## src/rtl/mux_nt1_scan_pkg.sv

```systemverilog
// Shared encodings for the N:1 display channel selector: mode input values
// and the selector FSM states.
package mux_nt1_scan_pkg;

    localparam logic MODE_MANUAL = 1'b0;
    localparam logic MODE_AUTO   = 1'b1;

    typedef enum logic [1:0] {
        ST_MANUAL = 2'd0,
        ST_AUTO   = 2'd1,
        ST_HOLD   = 2'd2
    } state_t;

endpackage

```

## src/rtl/mux_nt1_scan_dwell_timer.sv

```systemverilog
// Dwell counter for auto-scan: counts enabled cycles and flags the last
// cycle of each dwell period, wrapping to zero on that cycle.
module dwell_timer #(
    parameter int DWELL = 50000000,
    parameter int CNT_W = 26
) (
    input  logic clk,
    input  logic rst,
    input  logic en,
    input  logic clr,
    output logic tc
);

    localparam logic [CNT_W-1:0] LAST_CNT = CNT_W'(DWELL - 1);

    logic [CNT_W-1:0] count;

    assign tc = (count == LAST_CNT);

    // clear beats enable; with neither asserted the count is frozen
    always_ff @(posedge clk) begin
        if (rst || clr) begin
            count <= '0;
        end else if (en) begin
            if (tc) begin
                count <= '0;
            end else begin
                count <= count + 1'b1;
            end
        end
    end

endmodule

```

## src/rtl/mux_nt1_scan.sv

```systemverilog
// Parametrised N:1 channel selector for the IO display path with manual
// select, timed auto-scan and hold, driving a registered output word.
module mux_nt1_scan
    import mux_nt1_scan_pkg::*;
#(
    parameter int WIDTH    = 64,
    parameter int CHANNELS = 4,
    parameter int SEL_W    = 2,
    parameter int DWELL    = 50000000,
    parameter int CNT_W    = 26
) (
    input  logic                      clk,
    input  logic                      rst,
    input  logic [CHANNELS*WIDTH-1:0] data_in,
    input  logic [SEL_W-1:0]          sel_in,
    input  logic                      mode,
    input  logic                      hold,
    output logic [WIDTH-1:0]          o,
    output logic [SEL_W-1:0]          cur_sel,
    output logic                      switch_pulse
);

    localparam logic [SEL_W-1:0] LAST_SEL = SEL_W'(CHANNELS - 1);

    state_t           st;
    state_t           st_nxt;
    logic             auto_act;
    logic             man_act;
    logic             tc;
    logic [SEL_W-1:0] cur_sel_nxt;
    logic [WIDTH-1:0] sel_word;

    always_ff @(posedge clk) begin
        if (rst) begin
            st <= ST_MANUAL;
        end else begin
            st <= st_nxt;
        end
    end

    // Releasing hold acts on the mode input at once, so a frozen dwell
    // resumes (or manual select applies) on the first cycle after release.
    always_comb begin
        st_nxt   = st;
        auto_act = 1'b0;
        man_act  = 1'b0;
        if (hold) begin
            st_nxt = ST_HOLD;
        end else begin
            case (st)
                ST_MANUAL: begin
                    man_act = 1'b1;
                    if (mode == MODE_AUTO) st_nxt = ST_AUTO;
                end
                ST_AUTO: begin
                    auto_act = 1'b1;
                    if (mode == MODE_MANUAL) st_nxt = ST_MANUAL;
                end
                ST_HOLD: begin
                    auto_act = (mode == MODE_AUTO);
                    man_act  = (mode == MODE_MANUAL);
                    st_nxt   = (mode == MODE_AUTO) ? ST_AUTO : ST_MANUAL;
                end
                default: begin
                    st_nxt = ST_MANUAL;
                end
            endcase
        end
    end

    dwell_timer #(
        .DWELL (DWELL),
        .CNT_W (CNT_W)
    ) u_timer (
        .clk (clk),
        .rst (rst),
        .en  (auto_act),
        .clr (man_act),
        .tc  (tc)
    );

    // cur_sel_nxt is always a valid channel: bad manual codes are dropped
    // and the scan wraps at the last real channel.
    always_comb begin
        cur_sel_nxt = cur_sel;
        if (man_act && (sel_in <= LAST_SEL)) begin
            cur_sel_nxt = sel_in;
        end else if (auto_act && tc) begin
            cur_sel_nxt = (cur_sel == LAST_SEL) ? '0 : cur_sel + 1'b1;
        end
    end

    always_comb begin
        sel_word = '0;
        for (int k = 0; k < CHANNELS; k++) begin
            if (cur_sel_nxt == SEL_W'(k)) begin
                sel_word = data_in[k*WIDTH +: WIDTH];
            end
        end
    end

    // output register stage
    always_ff @(posedge clk) begin
        if (rst) begin
            o            <= '0;
            cur_sel      <= '0;
            switch_pulse <= 1'b0;
        end else if (hold) begin
            switch_pulse <= 1'b0;
        end else begin
            o            <= sel_word;
            cur_sel      <= cur_sel_nxt;
            switch_pulse <= auto_act && tc;
        end
    end

endmodule

```

## config.mk

```make
export PLATFORM = sky130hd
export DESIGN_NAME = mux_nt1_scan
export DESIGN_NICKNAME = d
export VERILOG_FILES = /design/src/rtl/mux_nt1_scan_pkg.sv /design/src/rtl/mux_nt1_scan_dwell_timer.sv /design/src/rtl/mux_nt1_scan.sv
export SDC_FILE = /design/constraint.sdc
export NUM_CORES = 1
export LEC_CHECK = 0
export BUFFER_PORTS_ARGS = -buffer_cell sky130_fd_sc_hd__buf_2
export CORE_MARGIN = 2
export CORE_UTILIZATION = 30
export CTS_BUF_LIST = sky130_fd_sc_hd__clkbuf_4 sky130_fd_sc_hd__clkbuf_8
export CTS_CLUSTER_DIAMETER = 200
export CTS_CLUSTER_SIZE = 25
export DETAILED_ROUTE_END_ITERATION = 12
export PLACE_DENSITY_LB_ADDON = 0.25
export SYNTH_ARGS = -nofsm -noshare
export SYNTH_HDL_FRONTEND = slang
export SYNTH_HIERARCHICAL = 1
export SYNTH_SLANG_ARGS = --single-unit
```

## constraint.sdc

```tcl
create_clock -name clk -period 2.55 [get_ports clk]
set_input_delay 0 -clock clk [delete_from_list [all_inputs] [get_ports clk]]
set_output_delay 0 -clock clk [all_outputs]
set_load 0.05 [all_outputs]
```

==> results.cfg, run 1 <==
[setup_path]
worst_path_most_repeated_cell = buf_12
required_ns = 2.82
timing.setup.critical_path_class = register to register
largest_stage_delay_worst_path_ns = 0.46
timing.critical_path.slowest_stage_cell = or3b_4
critical_path_arrival_ns = 2.97
timing.critical_path.from_type = register
end_kind = register
path_cells = nor4b_2 -> nand4_1 -> nor2_2 -> nand3b_4 -> or3b_4 -> buf_6 -> o2111ai_4 -> buf_12 -> buf_12 -> buf_16 -> a21oi_2 -> o41ai_1
reg2reg_setup_slack_ns = -0.15
worstPathMaxFanout = 8

[placement]
gpl.final_weighted_congestion = 0.868
placement.io_buffers = 328
place_ws_ns = -0.169
dpl_wire_length_um = 20500
place_area_um2 = 8790

[yosys]
synth-async-reset-ratio_pct = 0
post-synth-top-count-cell = dfxtp_1
synth_top_flop_cell = dfxtp_1
main_combinational_cell_family_by_area_after_synthesis = compound AO/OA/AOI/OAI gates
syn_area_um2 = 6300
yosys-top-cells-count = 95 x dfxtp_1, 81 x nand2_1, 74 x a21oi_1, 70 x inv_1, 67 x nor3_1
yosys_register_bits = 95
synth_top_area_share_pct = 30.2
yosys.area_share.simple_pct = 18.6
netlist_instances = 799
synth_xor_area_share_pct = 1.53
synth_area_per_cell_um2 = 7.88
synth.area.mux_share_pct = 0.953
netlist-cell-type-count = 57
synth_compound_gate_area_share_pct = 36.4
synth.yosys.seq_area_share_pct = 30.2
synth_adder_area_share_pct = 1.19
synth-edff-count = 0
netlist_top_cells_area = dfxtp_1 30%, a311oi_1 8.5%, o41ai_1 7.4%
yosys_warnings = 6
post-synth-top-area-cell = dfxtp_1
net_count_of_the_mapped_netlist = 1067

[timing]
slew_violations = 0
rsz0062_at_grt = true
max-slew-margin-rel_pct = 50.5
timing.final.setup_violations = 42
timing.final.hold_violations = 2
timing.hold.ws_ns = -0.0168
postLayoutSetupSlackWorst_ns = -0.152
fmax_ghz = 0.370
finalClockSkew_ns = 0.0230
worst_pin_slew_ns = 0.743
final_period_minus_worst_setup_slack_ns = 2.70
final_min_period_over_clock_period_pct = 106

[die]
placement_rows = 53
design.die.area_um2 = 22200
die_width_um = 149
core_region_area_um2 = 20800
io_pins = 329
die_h_um = 149
initial_utilization_pct = 30.3

[outcome]
violations_in_the_final_reports = hold timing, setup timing
outcome = finished with violations

[clock_tree]
clk-insertion-delay-late_ns = 0.39
tritoncts.num_buffers = 9
cts.sinks = 95
cts_tree = yes
cts_max_level = 3
clock-root-buffer = clkbuf_8
ctsLongestPathBuffers = 2
clk_pin_slew_ns = 0.11

[worst_hold_path]
hp-class = input pin to register

[job]
max_cap_violations = 0

[detailed_routing]
postRouteAntennaNets = 0
post-route-drc-count = 0
drt_iter0_markers = 593
post_dr_vias_cell = 5.62
overall_via_count_from_detail_route = 8851
totalWireLength_um = 32500
dr.pass1.iters = 5
wl_per_cell_um = 20.6

[global_routing]
grt_start_max_net_pins = 55
grt_usage_pct = 26.3
first_global_vias = 8384
grt-ovfl-total = 0
grt_first_pass_wirelength_um = 45800
antenna_found_initial = 5

[layout]
design_area_um2 = 11400
design.final.nets = 1559
final_layout_size_suffix_gt1_share_pct = 45.8
flow.area_growth_from_synthesis_pct = 80.8
post-route-util_pct = 54.7

[power_and_ir_drop]
design_power_total_w = 0.00493
power_density_nw_per_um2 = 432
total_leakage_power_nw = 4.99
vdd_drop_max_mv = 0.236
==> sequential cells by signal, indices dropped and copies added, names as in the netlist <==
| signal | cells |
|---|---|
| switch_pulse | 1 |
| u_timer/count | 26 |
| st | 2 |
| o | 64 |
| cur_sel | 2 |
==> layout by cell type (no fill, tap or decap), types with 4 or more instances in the layout <==
master | netlist | final
buf_2 | 20 | 328
dlygate4sd3_1 | 0 | 127
dfxtp_1 | 95 | 94
nand2_1 | 81 | 79
inv_1 | 70 | 70
buf_4 | 1 | 69
nor3_1 | 67 | 67
a21oi_1 | 74 | 54
a311oi_1 | 61 | 45
o41ai_2 | 8 | 34
a211oi_2 | 4 | 33
a211oi_1 | 59 | 28
o41ai_1 | 53 | 27
buf_12 | 0 | 24
a311oi_2 | 0 | 16
nor2_1 | 16 | 15
a21oi_4 | 0 | 13
nand4_1 | 12 | 12
clkbuf_8 | 0 | 10
buf_6 | 11 | 10
a21oi_2 | 2 | 9
o21ai_0 | 9 | 8
xnor2_1 | 7 | 7
o31ai_1 | 8 | 7
mux2i_1 | 6 | 6
ha_1 | 6 | 6
or4_1 | 7 | 6
nand3_1 | 6 | 6
diode_2 | 0 | 5
nor4_1 | 6 | 5
nand3b_1 | 4 | 4
and3_1 | 4 | 4
xor2_1 | 4 | 4
==> metrics by stage <==
step / setup TNS (ns) / cells
finish: -1.94 / 1575
detailed placement: -5.93 / 1399
CTS: -1.78 / 1547
floorplan: -0.0368 / 799
global route: -10.37 / 1574
global placement: -3.95 / 1399
==> cells by family (layout without fill, tap and decap cells) <==
logic type,after synthesis,after routing
compound gates,296,298
xor+xnor,11,11
fa+ha+maj,6,6
buf+inv,157,651
flops,95,95
mux,6,6
other cells,0,5
simple gates,228,228
==> report_power, final <==
part / switching [W] / internal [W] / total (W)
logic: 0.00127 / 0.000909 / 0.00218
registers: 0.0000675 / 0.00160 / 0.00166
clock network: 0.000604 / 0.000476 / 0.00108
total: 0.00194 / 0.00298 / 0.00493
==> what timing repair did <==
item | CTS | global route
gates cloned | 5 | 4
hold buffers | 114 | 13
gates resized for setup | 37 | 92
setup buffers | 14 | 7
hold endpoints to repair | 64 | 13
pin swaps | 27 | 20
setup endpoints to repair | 64 | 65
==> worst paths after layout <==
| path | end | start | cells after the start |
|---|---|---|---|
| max | o[31] | u_timer/count[8] | 12 |
| max reg2reg | o[31] | u_timer/count[8] | 12 |
| min reg2reg | o[2] | o[2] | 2 |
| min | o[1] | data_in[1] | 3 |
==> critical path: cells and delay by family, from the launching register on <==
kind	cells	cell delay, ns
compound gates	3	0.46
simple gates	5	1.18
buf+inv	4	0.61
flops	1	0.34
==> layout make-up <==
cell class,instances,area [um2]
Timing Repair Buffer,566,4230
Multi-Input combinational cell,549,4440
Clock inverter,5,58.8
Antenna cell,5,12.5
Inverter,70,263
Clock buffer,10,138
Tap cell,275,344
Fill cell,1846,9430
Sequential cell,95,1900
==> metal layers <==
metal  vias up  global-route usage, %  routed length [um]
li1       4060                      -                   -
met1      4210                   31.7               12500
met2       472                   44.4               15900
met3       109                   5.35                2360
met4         0                   13.3                1650
met5         -                      0                   0
Power figures use the tool's default switching activity.
==> run 2, diff against run 1 <==
==> constraint.sdc (replaced) <==
create_clock -name clk -period 2.9 [get_ports clk]
set_input_delay 0 -clock clk [delete_from_list [all_inputs] [get_ports clk]]
set_output_delay 0 -clock clk [all_outputs]
set_load 0.05 [all_outputs]
==> run 2 against run 1 <==
Against the previous run:
- non-clock buffer count down 69
- largest power group unchanged
- combinational power down 28%
- worst setup slack better by 0.37 ns
- register-to-register slack better by 0.37 ns
- critical path type unchanged
- final cell count down 4.7%
- sequential power down 12%
- clock-buffer cell count up 1
- the run now ends clean
- sequential cell count unchanged
==> results.cfg, run 2 (synthesized netlist as in run 1, its figures left out) <==
[timing]
fmax_ghz = 0.373
max-slew-margin-rel_pct = 47.2
timing.final.hold_violations = 0
worst_pin_slew_ns = 0.792
finalClockSkew_ns = 0.0129
postLayoutSetupSlackWorst_ns = 0.220
slew_violations = 0
final_period_minus_worst_setup_slack_ns = 2.68
timing.final.setup_violations = 0
rsz0062_at_grt = false
final_min_period_over_clock_period_pct = 92.4

[global_routing]
grt_usage_pct = 24.5
antenna_found_initial = 2
grt.busiest_layer = met2
grt_first_pass_wirelength_um = 43100
grt-ovfl-total = 0
groute.layer.met2.usage_pct = 40.2
grt_start_max_net_pins = 62
use_met1_pct = 30.4
first_global_vias = 8240
globalRouteMet3Util_pct = 4.56

[setup_path]
end_kind = register
origin_of_the_worst_setup_path = u_timer/count[18]
reg2reg_to = o[40]
reg2reg_setup_slack_ns = 0.22
r2r_cells = 11
required_ns = 3.17
cp-endpoint = o[40]
r2r_start = u_timer/count[18]
timing.critical_path.from_type = register
worstPathMaxFanout = 18
timing.setup.critical_path_class = register to register
critical_path_arrival_ns = 2.95

[detailed_routing]
wl_per_cell_um = 19.1
drt_iter0_markers = 552
totalWireLength_um = 28700
dr.pass1.iters = 5
overall_via_count_from_detail_route = 8403
post-route-drc-count = 0
post_dr_vias_cell = 5.60
postRouteAntennaNets = 0

[worst_hold_path]
hold_path_depth = 3
hp-class = input pin to register

[clock_tree]
clk_pin_slew_ns = 0.09
cts_max_level = 3
clock-root-buffer = clkbuf_8
cts_tree = yes
cts.sinks = 95
ctsLongestPathBuffers = 2
clk-insertion-delay-late_ns = 0.38
tritoncts.num_buffers = 9

[placement]
dpl_wire_length_um = 18900
place_ws_ns = -0.0471
gpl.final_weighted_congestion = 0.844
place_area_um2 = 8330
placement.io_buffers = 328

[die]
placement_rows = 53
die_width_um = 149
io_pins = 329
die_h_um = 149
design.die.area_um2 = 22200
core_region_area_um2 = 20800
initial_utilization_pct = 30.3

[outcome]
outcome = finished, final reports clean

[power_and_ir_drop]
vdd_drop_max_mv = 0.176
power_density_nw_per_um2 = 399
total_leakage_power_nw = 4.30

[job]
max_cap_violations = 0

[layout]
flow.area_growth_from_synthesis_pct = 56.7
design.final.nets = 1488
mostFrequentLayoutCell = buf_2
largest_register_ffs = 64
final_layout_size_suffix_gt1_share_pct = 35.0
max_flop_register = o
design_area_um2 = 9870
largest_registers = o x64, u_timer/count x26
post-route-util_pct = 47.4
layout.cells.most_common_list = 328 x buf_2, 125 x dlygate4sd3_1, 94 x dfxtp_1
run 2: stage by stage:
step / TNS, ns / hold slack, ns / std cells / power (W)
floorplan: 0 / 0.0724 / 799 / 0.00237
global placement: 0 / 0.328 / 1355 / 0.00286
detailed placement: -0.0704 / 0.331 / 1355 / 0.00287
CTS: 0 / 0.000587 / 1495 / 0.00393
global route: 0 / 0.0188 / 1501 / 0.00412
finish: 0 / 0.0131 / 1501 / 0.00394
run 2: area by class of cell:
cell class | instances | area [um2]
Multi-Input combinational cell | 547 | 3780
Sequential cell | 95 | 1900
Clock inverter | 4 | 47.5
Antenna cell | 2 | 5.00
Inverter | 70 | 263
Clock buffer | 11 | 139
Tap cell | 275 | 344
Fill cell | 2062 | 11000
Timing Repair Buffer | 497 | 3390
run 2: routing by layer:
metal	vias up	routed length (um)
met5	-	0
met4	0	1190
met3	89	2410
met2	489	13300
met1	3912	11700
li1	3913	-
run 2: critical path, stage by stage (launching register included):
cell and delay, ns:
dfxtp_1 0.37, nor4_2 0.30, nand4_1 0.16, nor2_2 0.18, nand3b_4 0.08, buf_4 0.16, or4_1 0.45, a31oi_4 0.23
buf_4 0.15, buf_12 0.16, a211oi_1 0.06, o41ai_1 0.27
run 2: how the worst min path moves through the flow:
stage | from | end | slack (ns)
floorplan | rst | st[1] | 0.07
global placement | data_in[138] | o[10] | 0.33
detailed placement | data_in[138] | o[10] | 0.33
CTS | data_in[199] | o[7] | 0.0006
global route | data_in[249] | o[57] | 0.02
finish | data_in[46] | o[46] | 0.01
run 2: repair_timing:
action	4_1_cts	5_1_grt
hold buffers	125	0
buffers inserted	0	3
gates cloned	0	1
endpoints found under the setup margin	3	61
pin swaps	0	0
hold endpoints to repair	66	0
resized for setup	1	12
run 2: power by group:
group          total [W]  switching (W)  internal (W)
Clock           0.000923       0.000511      0.000412
Combinational    0.00156       0.000971      0.000588
Sequential       0.00146      0.0000529       0.00140
